## src/rtl/button_event_gen.sv

```systemverilog
// rtl/button_event_gen.sv - per-button press/release/held/auto-repeat event generator
// Auto-repeat logic is compiled in only when BUTTON_EVENT_AUTOREPEAT_EN is defined.
module button_event_gen #(
  parameter int BUTTON_COUNT       = 5,
  parameter int HOLD_COUNTER_WIDTH = 24
) (
  input  logic                          i_clock,
  input  logic                          i_reset,
  input  logic [BUTTON_COUNT-1:0]       i_buttons,
  input  logic [HOLD_COUNTER_WIDTH-1:0] i_hold_delay,
  input  logic [HOLD_COUNTER_WIDTH-1:0] i_repeat_period,
  output logic [BUTTON_COUNT-1:0]       o_press,
  output logic [BUTTON_COUNT-1:0]       o_release,
  output logic [BUTTON_COUNT-1:0]       o_held,
  output logic [BUTTON_COUNT-1:0]       o_repeat,
  output logic                          o_any_press
);

  typedef enum logic [1:0] {IDLE, PRESSED, HELD} state_t;

  localparam logic [HOLD_COUNTER_WIDTH-1:0] CNT_MAX  = '1;
  localparam logic [HOLD_COUNTER_WIDTH-1:0] CNT_ZERO = '0;
  localparam logic [HOLD_COUNTER_WIDTH-1:0] CNT_ONE  = {{(HOLD_COUNTER_WIDTH-1){1'b0}}, 1'b1};

  state_t                        state [BUTTON_COUNT];
  logic [HOLD_COUNTER_WIDTH-1:0] cnt   [BUTTON_COUNT];
  logic [BUTTON_COUNT-1:0]       prev;

`ifndef BUTTON_EVENT_AUTOREPEAT_EN
  logic unused_repeat_period;
  assign unused_repeat_period = ^i_repeat_period;
`endif

  always_ff @(posedge i_clock or posedge i_reset) begin
    if (i_reset) begin
      prev        <= '0;
      o_press     <= '0;
      o_release   <= '0;
      o_held      <= '0;
      o_repeat    <= '0;
      o_any_press <= 1'b0;
      for (int n = 0; n < BUTTON_COUNT; n++) begin
        state[n] <= IDLE;
        cnt[n]   <= CNT_ZERO;
      end
    end else begin
      prev        <= i_buttons;
      o_press     <= i_buttons & ~prev;
      o_release   <= ~i_buttons & prev;
      o_any_press <= |o_press;
      for (int n = 0; n < BUTTON_COUNT; n++) begin
        o_repeat[n] <= 1'b0;
        // A falling edge wins over any terminal count reached on the same cycle.
        if (prev[n] && !i_buttons[n]) begin
          state[n]  <= IDLE;
          cnt[n]    <= CNT_ZERO;
          o_held[n] <= 1'b0;
        end else begin
          case (state[n])
            IDLE: begin
              if (!prev[n] && i_buttons[n]) begin
                state[n] <= PRESSED;
                cnt[n]   <= CNT_ZERO;
              end
            end
            PRESSED: begin
              if (i_hold_delay != CNT_ZERO && (cnt[n] + CNT_ONE) == i_hold_delay) begin
                state[n]  <= HELD;
                cnt[n]    <= CNT_ZERO;
                o_held[n] <= 1'b1;
              end else if (cnt[n] != CNT_MAX) begin
                cnt[n] <= cnt[n] + CNT_ONE;
              end
            end
            HELD: begin
`ifdef BUTTON_EVENT_AUTOREPEAT_EN
              if (i_repeat_period != CNT_ZERO && (cnt[n] + CNT_ONE) == i_repeat_period) begin
                o_repeat[n] <= 1'b1;
                cnt[n]      <= CNT_ZERO;
              end else if (cnt[n] != CNT_MAX) begin
                cnt[n] <= cnt[n] + CNT_ONE;
              end
`else
              if (cnt[n] != CNT_MAX) begin
                cnt[n] <= cnt[n] + CNT_ONE;
              end
`endif
            end
            default: begin
              state[n]  <= IDLE;
              cnt[n]    <= CNT_ZERO;
              o_held[n] <= 1'b0;
            end
          endcase
        end
      end
    end
  end

endmodule

```

## config.mk

```make
export PLATFORM = sky130hd
export DESIGN_NAME = button_event_gen
export DESIGN_NICKNAME = d
export VERILOG_FILES = /design/src/rtl/button_event_gen.sv
export SDC_FILE = /design/constraint.sdc
export NUM_CORES = 1
export LEC_CHECK = 0
export CAP_MARGIN = 30
export CORE_MARGIN = 10
export CORE_UTILIZATION = 50
export DETAILED_ROUTE_END_ITERATION = 8
export PLACE_DENSITY = 0.73
export SETUP_SLACK_MARGIN = 0.02
export SYNTH_ARGS = -nofsm -noshare
export SYNTH_HDL_FRONTEND = slang
export SYNTH_SLANG_ARGS = --single-unit
```

## constraint.sdc

```tcl
create_clock -name i_clock -period 13.3 [get_ports i_clock]
set_input_delay 2.66 -clock i_clock [delete_from_list [all_inputs] [get_ports i_clock]]
set_output_delay 2.66 -clock i_clock [all_outputs]
set_load 0.02 [all_outputs]
```

-- Yosys cells after proc, flatten, opt, wreduce, memory -nomap -nowiden
Cells that the tools add are included.
- bitwise gates (word level): 4
- multiply operators: 0
- shift-type cells: 0
- multiplexer cells: 60
- div/mod/pow operators: 0
- equality and inequality tests: 40
- order comparisons: 0
- reduce and logical (&&, ||, !) cells: 47
- add/sub/neg operators: 5
- operators with widths (operator ; number):
    $mux 24 ; 20
    $pmux 24 s3 ; 5
    $add 24x1->24 const B ; 5
    $eq 24x24->1 ; 5
    $ne 24x24->1 const B ; 5
    $mux 2 ; 15
    $ne 3x3->1 const B ; 10
    $pmux 2 s3 ; 5
    $reduce_bool 24->1 ; 1
    $logic_and 1x1->1 ; 15
    $reduce_and 3->1 ; 5
    $and 5x5->5 ; 2
    $eq 2x1->1 const B ; 5
    $eq 2x2->1 const B ; 5
    $logic_not 1->1 ; 10
    $logic_not 2->1 ; 5
    $mux 1 ; 10
    $ne 2x1->1 const B ; 5
    $ne 2x2->1 const B ; 5
    $not 5->5 ; 2
    $pmux 1 s2 ; 5
    $reduce_and 2->1 ; 5
    $reduce_or 2->1 ; 5
    $reduce_or 5->1 ; 1
- memories: 0
- logic and storage cells: 175
- memory bits (read-only): 0
- input bits: 55
- output and inout port bits: 21
- bits in registers: 151
- bits in writable memories: 0
- latch bits: 0

-- Longest topological paths before layout
- depth after elaboration: 6
- mapped depth: 13
- depth with buffers taken out: 10

-- Worst setup path before layout
No wires, ideal clock.
- path kind: input port to flip-flop
- start: input i_hold_delay[1]
- end: register cnt[106] (netlist name)
- data required time: 13156 ps
- path buffers: 2
- stages: 11
- arrival time: 4959 ps
- library setup time: 144 ps
- setup slack: 8197 ps
- cells stage by stage: clkbuf_1 -> xnor2_1 -> nand2_1 -> a2111oi_4 -> o2111ai_1 -> or4_4 -> o41ai_4 -> nor3b_4 -> nor2_4 -> buf_8 -> a311oi_1
- longest elaborated chain between the ends: 5
- elaborated cells on any way between the ends: 6
- those cells by class: eq/ne (1); mux (3); reduce/logical (2)
- ends and longest elaborated chain (what ; line ; source):
    start, declared ; 10 ; input logic [HOLD_COUNTER_WIDTH-1:0] i_hold_delay,
    $eq 24x24->1 / $reduce_bool 24->1 (equally long branches) ; 67 ; if (i_hold_delay != CNT_ZERO && (cnt[n] + CNT_ONE) == i_hold_delay) begin
    $logic_and 1x1->1 (*) ; 67 ;
    $mux 24 (*) ; 67 ;
    $pmux 24 s3 (*) ; 59 ; case (state[n])
    $mux 24 (*) ; 54 ; if (prev[n] && !i_buttons[n]) begin
    end signal, assigned by index ; 72 ; cnt[n] <= cnt[n] + CNT_ONE;
    end signal, assigned by index ; 85 ; cnt[n] <= cnt[n] + CNT_ONE;
    end, declared ; 26 ; logic [HOLD_COUNTER_WIDTH-1:0] cnt [BUTTON_COUNT];
Mark *: on every way between the ends. The rest lies on a longest branch, timed or not.
A chain may end at the register's enable or synchronous reset.

-- Worst setup path in the final report
- start: input i_hold_delay[23]
- end: register cnt[49] (netlist name)
Same word-level chain as after synthesis.

==> impl_results.md <==
* Clk_lat worst skew at 0.44 ns
* Outcome: completed
* CP Launch Type: input pin
* Slowest cell on the critical path: clkdlybuf4s50_1
* Die Width at 178 um
* Initial Utilization at 51.1%
* Initial antenna violation count at 0
* Post-DP HPWL at roughly 24000 um
* Sink Count at approximately 150
* Yosys cell types at just over 100
* Crit path buf inv count at 1
* Yosys warnings at 0
* Leak at roughly 0.005 uW
* RSZ-0062 raised after global routing: no
* Maximum VDD drop at approximately 0.074 mV
* Inserted Diodes at 0
* Worst Path Max Fanout at 24
* Synth Area in Compound Gates at 19.4%
* Most frequent CP cell: nand4_1
* Clock Tree Root: clkbuf_16
* Largest family of logic cells by synthesized area: simple AND/OR/NAND/NOR gates
* Slowest stage delay, CP at 0.91 ns
* Post-CTS Hold Buffers at 0
* Min Tclk post-route at 6.20 ns
* Die ar. at 31600 sq um
* Min-Delay Path Class: flip-flop to flip-flop
* # rows at 57
* Worst slew margin at 29.9%
* Pwr dens at 103 nW/um^2
* Layout cell share with drive strength beyond 1 at 7.08%
* Vias per inst at 6.42
* DIE HEIGHT at roughly 180 um
* Final core utilization at 54.8%
* Yosys top cell area share at between 30% and 40%
* Worst slew pin tran at 1.05 ns
* Final Hold Violating Endpoints at 0
* CP arrival at approximately 6.6 ns
* Post_cts resized at 0
* Synth-to-layout area growth at 7.36%
* DRT iter0 DRCs at between 1000 and 1500
* DRC at 0
* Reg clk slew, reported paths at 0.06 ns
* Final Slew Violations at 0
* Max-cap viol count at 0
* Post-synthesis async set-or-reset flop share at 100%
* Cell area after synthesis at 12500 sq um
* Final period util at 46.6%
* Via count at 11700
* Fin area at 13400 sq um
* EDFF count, synth at 0
* Synth top area cells: dfrtp_1 30%, xnor2_1 7.5%, a21oi_1 6.6%
* Syn avg cell area at ~8 sq um
* Multi-input gate area at 7840 sq um
* Setup-failing EPs final at 0
* Grt ovf at 0
* Cell Chain, Critical Path: clkdlybuf4s50_1 -> nor4_1 -> nand4_1 -> nor2_1 -> a2111o_1 -> a2111oi_0 -> nand4_1 -> a41o_1 -> nand3_1 -> o22ai_1
* Sequential share of the synthesized area at 30.3%
* Post-synthesis instance total at 1539
* Setup bufs post-CTS at 0
* Post-Synth XOR/XNOR Area at 12.0%
* Ys flop type: dfrtp_1
* Remaining antenna violation count at 0
* # port buffers at 46
* Filler instances at 2256
* Clock buffer depth at 2
* FF+latch count, synth at between 150 and 200
* Post-synthesis adder-cell area fraction at 2.81%
* First-pass GRT wire length at 57900 um
* Yosys top cell by area: dfrtp_1
* Area of all sequential standard cells at approximately 3800 sq um
* Setup TNS at 0 ns
* Number of global-route vias before repair at 10800
* GP Congestion at 0.950
* Final WL at ~36000 um
* Simple-gate portion of the synthesized area at between 20 and 30%
* Fraction of synthesized area in multiplexers at 0.994%
* Clock skew at ~0.013 ns
* Final setup margin at 7.10 ns
* CTS tree: built
* Crit Path Class: input pin to flip-flop
* Pin count of the biggest net entering global routing at 71
* Req. time, crit path at 13.66 ns
* Final Total Pwr at around 1400 uW
* DP Worst Slack at 6.83 ns
* Drt pass-1 iters at 5
* CP Capture Type: flip-flop
* Fin nets at roughly 1600
* Cell family with most CP delay: simple AND/OR/NAND/NOR gates
* I/O pins at 76
* Placed instance area at 12700 sq um
* CTS Buf Count at 17
* Routed len/inst at 19.8 um
* H-tree depth at 4
* Gr usage total at 22.7%
* Core Box Area at 24400 sq um
* Fmax at 161 MHz
[through the flow]
step | instances | hold slack, ns
floorplan | 1543 | 0.494
global placement | 1787 | 0.467
detailed placement | 1789 | 0.464
CTS | 1821 | 0.478
global route | 1822 | 0.503
finish | 1822 | 0.467
[cell usage after synthesis, drive strengths merged (4+ instances only)]
| master | instances |
|---|---|
| a21oi | 172 |
| nor2 | 158 |
| dfrtp | 151 |
| nand3 | 113 |
| xnor2 | 106 |
| nand2 | 90 |
| o21ai | 73 |
| clkbuf | 72 |
| xor2 | 60 |
| buf | 56 |
| nand4 | 51 |
| inv | 45 |
| and3 | 43 |
| nor3 | 43 |
| ha | 28 |
| and4 | 24 |
| and2 | 22 |
| nor4 | 22 |
| a311oi | 21 |
| a31oi | 21 |
| nand2b | 14 |
| nor3b | 11 |
| o22ai | 11 |
| o31ai | 11 |
| a211oi | 9 |
| mux2i | 9 |
| nor2b | 8 |
| o211ai | 7 |
| or3 | 7 |
| a41oi | 6 |
| a2111oi | 5 |
| o21a | 5 |
| o32ai | 5 |
| nand3b | 4 |
| nand4b | 4 |
| or2 | 4 |
[final timing paths]
kind,from,to,slack [ns],depth (start not counted)
max,i_hold_delay[23],cnt[49]$_DFFE_PP0N_,7.10,10
min,o_press[2]$_DFF_PP0_,o_any_press$_DFF_PP0_,0.47,2
max reg2reg,cnt[24]$_DFFE_PP0N_,cnt[28]$_DFFE_PP0N_,9.09,11
min reg2reg,o_press[2]$_DFF_PP0_,o_any_press$_DFF_PP0_,0.47,2
max in group asynchronous,i_reset,state[0]$_DFFE_PP0P_,9.41,4
min in group asynchronous,i_reset,state[9]$_DFFE_PP0P_,2.70,2
[logic make-up (layout without fill, tap and decap cells)]
family / after synthesis / after routing
mux: 12 / 12
other cells: 1 / 5
fa+ha+maj: 28 / 28
xor+xnor: 168 / 168
buf+inv: 174 / 129
compound gates: 377 / 377
flops: 151 / 151
simple gates: 628 / 628
[worst min-delay path: stages (launching register included)]
cell,delay (ns)
dfrtp_1,0.35
nor2_1,0.05
nand2_1,0.04
[sequential cells by signal, summed over array words and instances (netlist names)]
signal and count:
o_release 5, state 10, o_any_press 1, o_press 5
o_held 5, prev 5, cnt 120
[final cells by class]
cell class | instances | share of cell area (%)
sequential | 151 | 28.3
tap | 324 | 3.03
clock inverter | 12 | 1.23
timing repair buffer | 52 | 4.14
clock buffer | 20 | 3.42
inverter | 45 | 1.30
multi-input combinational | 1218 | 58.6
[where the power goes]
group	switching, uW	leakage [uW]	internal (uW)
Sequential	16.4	0.00208	473
Combinational	244	0.00264	117
Clock	213	0.000302	308
[cell usage in the layout (no fill, tap or decap), drive strengths merged, types with 14 or more instances in the layout]
cell type | synthesis | routed
xor2 | 60 | 60
nand3 | 113 | 113
xnor2 | 106 | 106
a311oi | 21 | 21
ha | 28 | 28
and3 | 43 | 43
nand4 | 51 | 51
a21oi | 172 | 172
o21ai | 73 | 73
dfrtp | 151 | 151
nand2b | 14 | 14
nor4 | 22 | 22
nand2 | 90 | 90
and2 | 22 | 22
inv | 45 | 49
clkbuf | 72 | 20
nor3 | 43 | 43
nor2 | 158 | 158
clkdlybuf4s50 | 0 | 46
a31oi | 21 | 21
and4 | 24 | 24
[routing by layer]
metal  track usage, %  wire (um)
met1             30.1      15200
met2             35.2      16300
met3             3.91       3110
met4             11.1       1400
met5                0          0
Power figures use the tool's default switching activity.
